$ cat src/rtl/match_timer_if.sv
// match_timer_if: bundles the match-clock controls and displays between the game side and the timer.
// Ports: btn_up, btn_down, btn_start, btn_pause, stop (game -> timer); max_time, time_left, state, time_up (timer -> game).
// master = game/button side, slave = match_timer.
interface match_timer_if;
  logic       btn_up;
  logic       btn_down;
  logic       btn_start;
  logic       btn_pause;
  logic       stop;
  logic [7:0] max_time;
  logic [7:0] time_left;
  logic [1:0] state;
  logic       time_up;

  modport master (
    output btn_up, btn_down, btn_start, btn_pause, stop,
    input  max_time, time_left, state, time_up
  );

  modport slave (
    input  btn_up, btn_down, btn_start, btn_pause, stop,
    output max_time, time_left, state, time_up
  );
endinterface

$ cat src/rtl/match_timer.sv
// match_timer: pong match clock -- length select in SET, once-per-second countdown in RUN/PAUSE, expiry pulse into DONE.
// Latency: a button level rising before edge n acts at edge n+1 (input register + edge detect); stop acts on the next edge.
// Backpressure: none; buttons are sampled every cycle and stop overrides every button.
// Ports: clk, reset (async, active-high); bus (match_timer_if.slave):
//   in  btn_up, btn_down, btn_start, btn_pause, stop
//   out max_time[7:0], time_left[7:0], state[1:0] (SET=0 RUN=1 PAUSE=2 DONE=3), time_up (one-cycle pulse)
// Build option: define MATCH_TIMER_WRAP_EN to make up/down wrap between MIN_TIME and MAX_TIME instead of saturating.
module match_timer #(
  parameter int CLK_HZ       = 100_000_000,
  parameter int STEP         = 15,
  parameter int MIN_TIME     = 30,
  parameter int MAX_TIME     = 240,
  parameter int DEFAULT_TIME = 60
) (
  input  logic         clk,
  input  logic         reset,
  match_timer_if.slave bus
);

  localparam logic [1:0] ST_SET   = 2'd0;
  localparam logic [1:0] ST_RUN   = 2'd1;
  localparam logic [1:0] ST_PAUSE = 2'd2;
  localparam logic [1:0] ST_DONE  = 2'd3;

  localparam int            PW         = (CLK_HZ > 1) ? $clog2(CLK_HZ) : 1;
  localparam logic [PW-1:0] PRESC_LAST = PW'(CLK_HZ - 1);

  // Length arithmetic is done at 9 bits so MAX_TIME + STEP never wraps.
  localparam logic [8:0] STEP9 = 9'(STEP);
  localparam logic [8:0] MIN9  = 9'(MIN_TIME);
  localparam logic [8:0] MAX9  = 9'(MAX_TIME);
  localparam logic [7:0] STEP8 = 8'(STEP);
  localparam logic [7:0] MIN8  = 8'(MIN_TIME);
  localparam logic [7:0] MAX8  = 8'(MAX_TIME);
  localparam logic [7:0] DEF8  = 8'(DEFAULT_TIME);

  // Button bit order in the sample/previous registers.
  localparam int B_UP    = 0;
  localparam int B_DOWN  = 1;
  localparam int B_START = 2;
  localparam int B_PAUSE = 3;

  logic [3:0]    btn_s;
  logic [3:0]    btn_p;
  logic [3:0]    press;
  logic          up_press;
  logic          down_press;
  logic          start_press;
  logic          pause_press;

  logic [1:0]    state_q, state_d;
  logic [7:0]    max_q, max_d;
  logic [7:0]    left_q, left_d;
  logic          up_q, up_d;
  logic [PW-1:0] presc_q, presc_d;

  logic [8:0]    sum9;
  logic          down_ok;
  logic [7:0]    max_step;
  logic          tick;

  // Both registers reset to 1 so a button held through reset is not seen as a press.
  always_ff @(posedge clk or posedge reset) begin
    if (reset) begin
      btn_s <= '1;
      btn_p <= '1;
    end else begin
      btn_s <= {bus.btn_pause, bus.btn_start, bus.btn_down, bus.btn_up};
      btn_p <= btn_s;
    end
  end

  assign press       = btn_s & ~btn_p;
  // Up and down together cancel out.
  assign up_press    = press[B_UP] & ~press[B_DOWN];
  assign down_press  = press[B_DOWN] & ~press[B_UP];
  assign start_press = press[B_START];
  assign pause_press = press[B_PAUSE];

  // Candidate match length after this cycle's up/down press.
  always_comb begin
    sum9     = {1'b0, max_q} + STEP9;
    down_ok  = ({1'b0, max_q} >= (MIN9 + STEP9));
    max_step = max_q;
`ifdef MATCH_TIMER_WRAP_EN
    if (up_press) begin
      if (max_q == MAX8)     max_step = MIN8;
      else if (sum9 > MAX9)  max_step = MAX8;
      else                   max_step = sum9[7:0];
    end else if (down_press) begin
      if (max_q == MIN8)     max_step = MAX8;
      else if (!down_ok)     max_step = MIN8;
      else                   max_step = max_q - STEP8;
    end
`else
    if (up_press) begin
      max_step = (sum9 > MAX9) ? MAX8 : sum9[7:0];
    end else if (down_press) begin
      max_step = down_ok ? (max_q - STEP8) : MIN8;
    end
`endif
  end

  assign tick = (state_q == ST_RUN) && (presc_q == PRESC_LAST);

  always_comb begin
    state_d = state_q;
    max_d   = max_q;
    left_d  = left_q;
    up_d    = 1'b0;
    presc_d = presc_q;
    if (bus.stop) begin
      state_d = ST_SET;
      left_d  = max_q;
      presc_d = '0;
    end else begin
      case (state_q)
        ST_SET: begin
          max_d  = max_step;
          left_d = max_step;
          if (start_press) begin
            state_d = ST_RUN;
            presc_d = '0;
          end
        end
        ST_RUN: begin
          presc_d = tick ? '0 : presc_q + PW'(1);
          if (tick) left_d = left_q - 8'd1;
          // Expiry wins over a pause press on the same cycle.
          if (tick && (left_q <= 8'd1)) begin
            left_d  = '0;
            state_d = ST_DONE;
            up_d    = 1'b1;
          end else if (pause_press) begin
            state_d = ST_PAUSE;
          end
        end
        ST_PAUSE: begin
          // Prescaler holds, so the partial second resumes where it stopped.
          if (pause_press || start_press) state_d = ST_RUN;
        end
        ST_DONE: begin
          left_d = '0;
          if (start_press) begin
            state_d = ST_SET;
            left_d  = max_q;
          end
        end
        default: begin
          state_d = ST_SET;
          left_d  = max_q;
          presc_d = '0;
        end
      endcase
    end
  end

  always_ff @(posedge clk or posedge reset) begin
    if (reset) begin
      state_q <= ST_SET;
      max_q   <= DEF8;
      left_q  <= DEF8;
      up_q    <= 1'b0;
      presc_q <= '0;
    end else begin
      state_q <= state_d;
      max_q   <= max_d;
      left_q  <= left_d;
      up_q    <= up_d;
      presc_q <= presc_d;
    end
  end

  assign bus.state     = state_q;
  assign bus.max_time  = max_q;
  assign bus.time_left = left_q;
  assign bus.time_up   = up_q;

endmodule

$ cat src/flat_wrapper.sv
// flat-port wrapper written by rule: the top's interface ports become plain ports
module match_timer_flat 
#(
  parameter int CLK_HZ       = 100_000_000,
  parameter int STEP         = 15,
  parameter int MIN_TIME     = 30,
  parameter int MAX_TIME     = 240,
  parameter int DEFAULT_TIME = 60
)
  (clk, reset, bus_btn_up, bus_btn_down, bus_btn_start, bus_btn_pause, bus_stop, bus_max_time, bus_time_left, bus_state, bus_time_up);
  match_timer_if bus_i ();
  input  logic clk;
  input  logic reset;
  input wire logic [$bits(bus_i.btn_up)-1:0] bus_btn_up;
  input wire logic [$bits(bus_i.btn_down)-1:0] bus_btn_down;
  input wire logic [$bits(bus_i.btn_start)-1:0] bus_btn_start;
  input wire logic [$bits(bus_i.btn_pause)-1:0] bus_btn_pause;
  input wire logic [$bits(bus_i.stop)-1:0] bus_stop;
  output wire logic [$bits(bus_i.max_time)-1:0] bus_max_time;
  output wire logic [$bits(bus_i.time_left)-1:0] bus_time_left;
  output wire logic [$bits(bus_i.state)-1:0] bus_state;
  output wire logic [$bits(bus_i.time_up)-1:0] bus_time_up;
  assign bus_i.btn_up = bus_btn_up;
  assign bus_i.btn_down = bus_btn_down;
  assign bus_i.btn_start = bus_btn_start;
  assign bus_i.btn_pause = bus_btn_pause;
  assign bus_i.stop = bus_stop;
  assign bus_max_time = bus_i.max_time;
  assign bus_time_left = bus_i.time_left;
  assign bus_state = bus_i.state;
  assign bus_time_up = bus_i.time_up;
  match_timer #(.CLK_HZ(CLK_HZ), .STEP(STEP), .MIN_TIME(MIN_TIME), .MAX_TIME(MAX_TIME), .DEFAULT_TIME(DEFAULT_TIME)) u_core (.clk(clk), .reset(reset), .bus(bus_i));
endmodule
$ cat config.mk
export PLATFORM = sky130hd
export DESIGN_NAME = match_timer_flat
export DESIGN_NICKNAME = d
export VERILOG_FILES = /design/src/rtl/match_timer_if.sv /design/src/rtl/match_timer.sv /design/src/flat_wrapper.sv
export SDC_FILE = /design/constraint.sdc
export NUM_CORES = 1
export LEC_CHECK = 0
export ABC_AREA = 1
export BUFFER_PORTS_ARGS = -buffer_cell sky130_fd_sc_hd__buf_2
export CORE_MARGIN = 1.5
export CORE_UTILIZATION = 53
export CTS_CLUSTER_SIZE = 30
export DETAILED_ROUTE_END_ITERATION = 12
export PLACE_DENSITY_LB_ADDON = 0.25
export SLEW_MARGIN = 20
export SYNTH_ARGS = -nofsm -noshare
export SYNTH_HDL_FRONTEND = slang
export SYNTH_SLANG_ARGS = --single-unit
export TNS_END_PERCENT = 50
$ cat constraint.sdc
create_clock -name clk -period 5.3 [get_ports clk]
set_input_delay 0.795 -clock clk [delete_from_list [all_inputs] [get_ports clk]]
set_output_delay 0.795 -clock clk [all_outputs]
set_load 0.005 [all_outputs]
==> flow_summary.ini <==
[global_routing]
grt_pass1_vias = 3358
antenna_found_initial = 0
grt_overflow = 0
grt_usage = 0.249
grt_max_degree = 55
grt_pass1_wl_um = 14900

[synth]
synth.distinct_cells = 39
synthesis.nets = 538
synth_sequential_area_ratio = 0.375
synth_warnings = 0
yosysTopAreaCell = dfrtp_1
ys_ff_latch = 54
yosysTopAreaCellShare = 0.260
syn_area_per_cell_sq_um = 6.99
mappedNetlistArea_sq_um = 3660
synth_area_leaders = dfrtp_1, nand2_1, dfstp_2
syn_inst = 524

[clocking]
cts_setup_buffers = 0
cts_buffer_depth = 2
cts.sinks = 54
cts_max_level = 2
clock_latency_ns = 0.31
cts_buffers = 5
cts_resized = 0
hold_buffers = 0
cts_tree = built
cts-root-buf = clkbuf_8
clkTransAtPathRegs_ns = 0.10

[routing]
dr.pass1.iters = 5
wirelength_um = 8660
vias = 3491
ant_nets = 0
vias_per_cell = 5.55
routed.top_layer = met4
detailroute.wirelength.met3_um = 396
wire_per_inst_um = 13.8
drt-initial-drc-count = 194
route.detailed.drc = 0
dr_wl_met2_um = 4330
wl_met1_um = 3780

[die]
start_util = 0.545
io_pins = 26
rows = 30
die_w_um = 86.1
die_y_um = 86.1
dieArea_sq_um = 7410
core_area_sq_um = 6720

[setup_path]
crit_chain = buf_2, nor2_1, nand2_1, o21ai_4, inv_4, nand2_1, inv_2, nand4_2, nor2_1, o21ai_0, nor2_1
worstSetupStartpointType = input pin
cp_num_buf_inv = 3
slowest_stage = nor2_1
slowest_delay_ns = 0.54
crit_family = simple AND/OR/NAND/NOR gates
cpMostUsedCell = nor2_1
worstPathMaxFanout = 12
arrival_ns = 2.90
cp.required_ns = 5.51
endpoint_kind = register
path_class = input pin to register

[sta]
setup_viol = 0
slew_violations = 0
final.setup.tns_ns = 0
finClkSkew_ns = 0.0109
slew_headroom = 0.539
worst_pin_slew_ns = 0.689
setup_ws_ns = 2.60
rsz0062_at_grt = false
fmax_ghz = 0.371
period_needed_ns = 2.70
hold_viol = 0
post-route-period-util = 0.509

[outcome]
status = finished clean

[layout]
final_common_cell = nand2_1
antenna_cells = 0
final_cell_mix = nand2_1, nor2_1, nand3_1
drive_gt1_frac = 0.153
syn2layout_area_growth_pct = 7.18
instances_no_fill = 629
fill_cells = 642
fin_nets = 562

[placed_design]
port_buffers = 25
hpwl_um = 6640
place_inst = 621
pre_cts_slack_ns = 2.26
gp_congestion = 0.989

[flow_run]
drv_cap = 0

[power]
vdd_drop_max_uv = 218
power_density_nw_per_um2 = 406
total_leakage_power_nw = 1.77

[worst_hold_path]
hold_class = register to register
[sequential cells by signal, indices dropped and copies added (netlist names)]
name,count
u_core.presc_q,27
u_core.bus.max_time,8
u_core.bus.time_left,8
u_core.btn_p,4
u_core.btn_s,4
u_core.bus.state,2
u_core.bus.time_up,1
[kinds of logic after synthesis]
logic type                 Yosys count  share of synthesized area
DFF                                 54                      0.375
adders and majority gates            7                     0.0239
xor gates and xnor gates            12                     0.0287
buffers and inverters               75                     0.0851
AOI/OAI and AO/OA                   61                     0.0930
and+or+nand+nor                    315                      0.395
[power breakdown]
group / internal (mW) / total (mW) / switching (mW)
Sequential: 0.513 / 0.629 / 0.116
Clock: 0.106 / 0.244 / 0.138
Combinational: 0.260 / 0.721 / 0.461
[layout make-up]
class / count / area, sq um / area share
well taps: 80 / 100 / 0.0255
multi-input cells: 395 / 1980 / 0.504
clock buffers: 7 / 86.3 / 0.0220
inverters: 66 / 250 / 0.0638
repair buffers: 26 / 133 / 0.0338
flip-flops and latches: 54 / 1370 / 0.349
clock inverters: 1 / 5.00 / 0.00128
[per-layer routing]
layer,global-route usage,vias up
met3,0.0346,16
met4,0.0968,0
met2,0.432,112
met5,0,-
li1,-,1758
met1,0.313,1605
[per-stage QoR]
stage / cell area [sq um] / power [mW] / hold WS [ns] / utilization
global placement: 3830 / 1.34 / 0.355 / 0.570
CTS: 3920 / 1.60 / 0.372 / 0.584
finish: 3920 / 1.59 / 0.371 / 0.584
floorplan: 3660 / 1.17 / 0.354 / -
detailed placement: 3830 / 1.36 / 0.358 / 0.570
global route: 3920 / 1.74 / 0.377 / 0.584
[synthesized netlist by cell type]
cell type and n:
clkbuf_1 2, nand3_2 2, nand2_1 129, dfrtp_1 38, o21bai_1 1, a32o_1 1
clkbuf_2 1, inv_2 8, nor2_4 2, nor3_1 22, nand2_2 4, buf_2 3
nor2_2 3, inv_1 57, nand4_2 1, o21ai_4 1, or2_2 3, dfstp_2 16
nor4_2 1, o21ai_0 22, nor3_2 4, a21oi_2 1, buf_6 3, xnor2_1 1
o21ai_1 1, nand2_4 2, o211ai_1 1, ha_1 7, xor2_1 11, nor2_1 67
o31ai_1 1, nor3b_1 3, inv_4 1, nand3b_2 1, nand3_1 57, a211oi_1 2
a21oi_1 28, nand4_1 14, a31oi_1 2
[path summary, 6_finish.rpt]
| kind | start | endpoint | slack, ns | cells after the start |
|---|---|---|---|---|
| setup / recovery | bus_stop | u_core.presc_q[20] | 2.60 | 11 |
| hold / removal | u_core.btn_s[3] | u_core.btn_p[3] | 0.37 | 0 |
| setup reg to reg | u_core.bus.state[0] | u_core.presc_q[20] | 2.79 | 10 |
| hold reg to reg | u_core.btn_s[3] | u_core.btn_p[3] | 0.37 | 0 |
| max in group asynchronous | reset | u_core.bus.max_time[6] | 4.21 | 3 |
| min in group asynchronous | reset | u_core.presc_q[14] | 0.65 | 3 |
No activity file was read; power rests on OpenSTA's default activity.
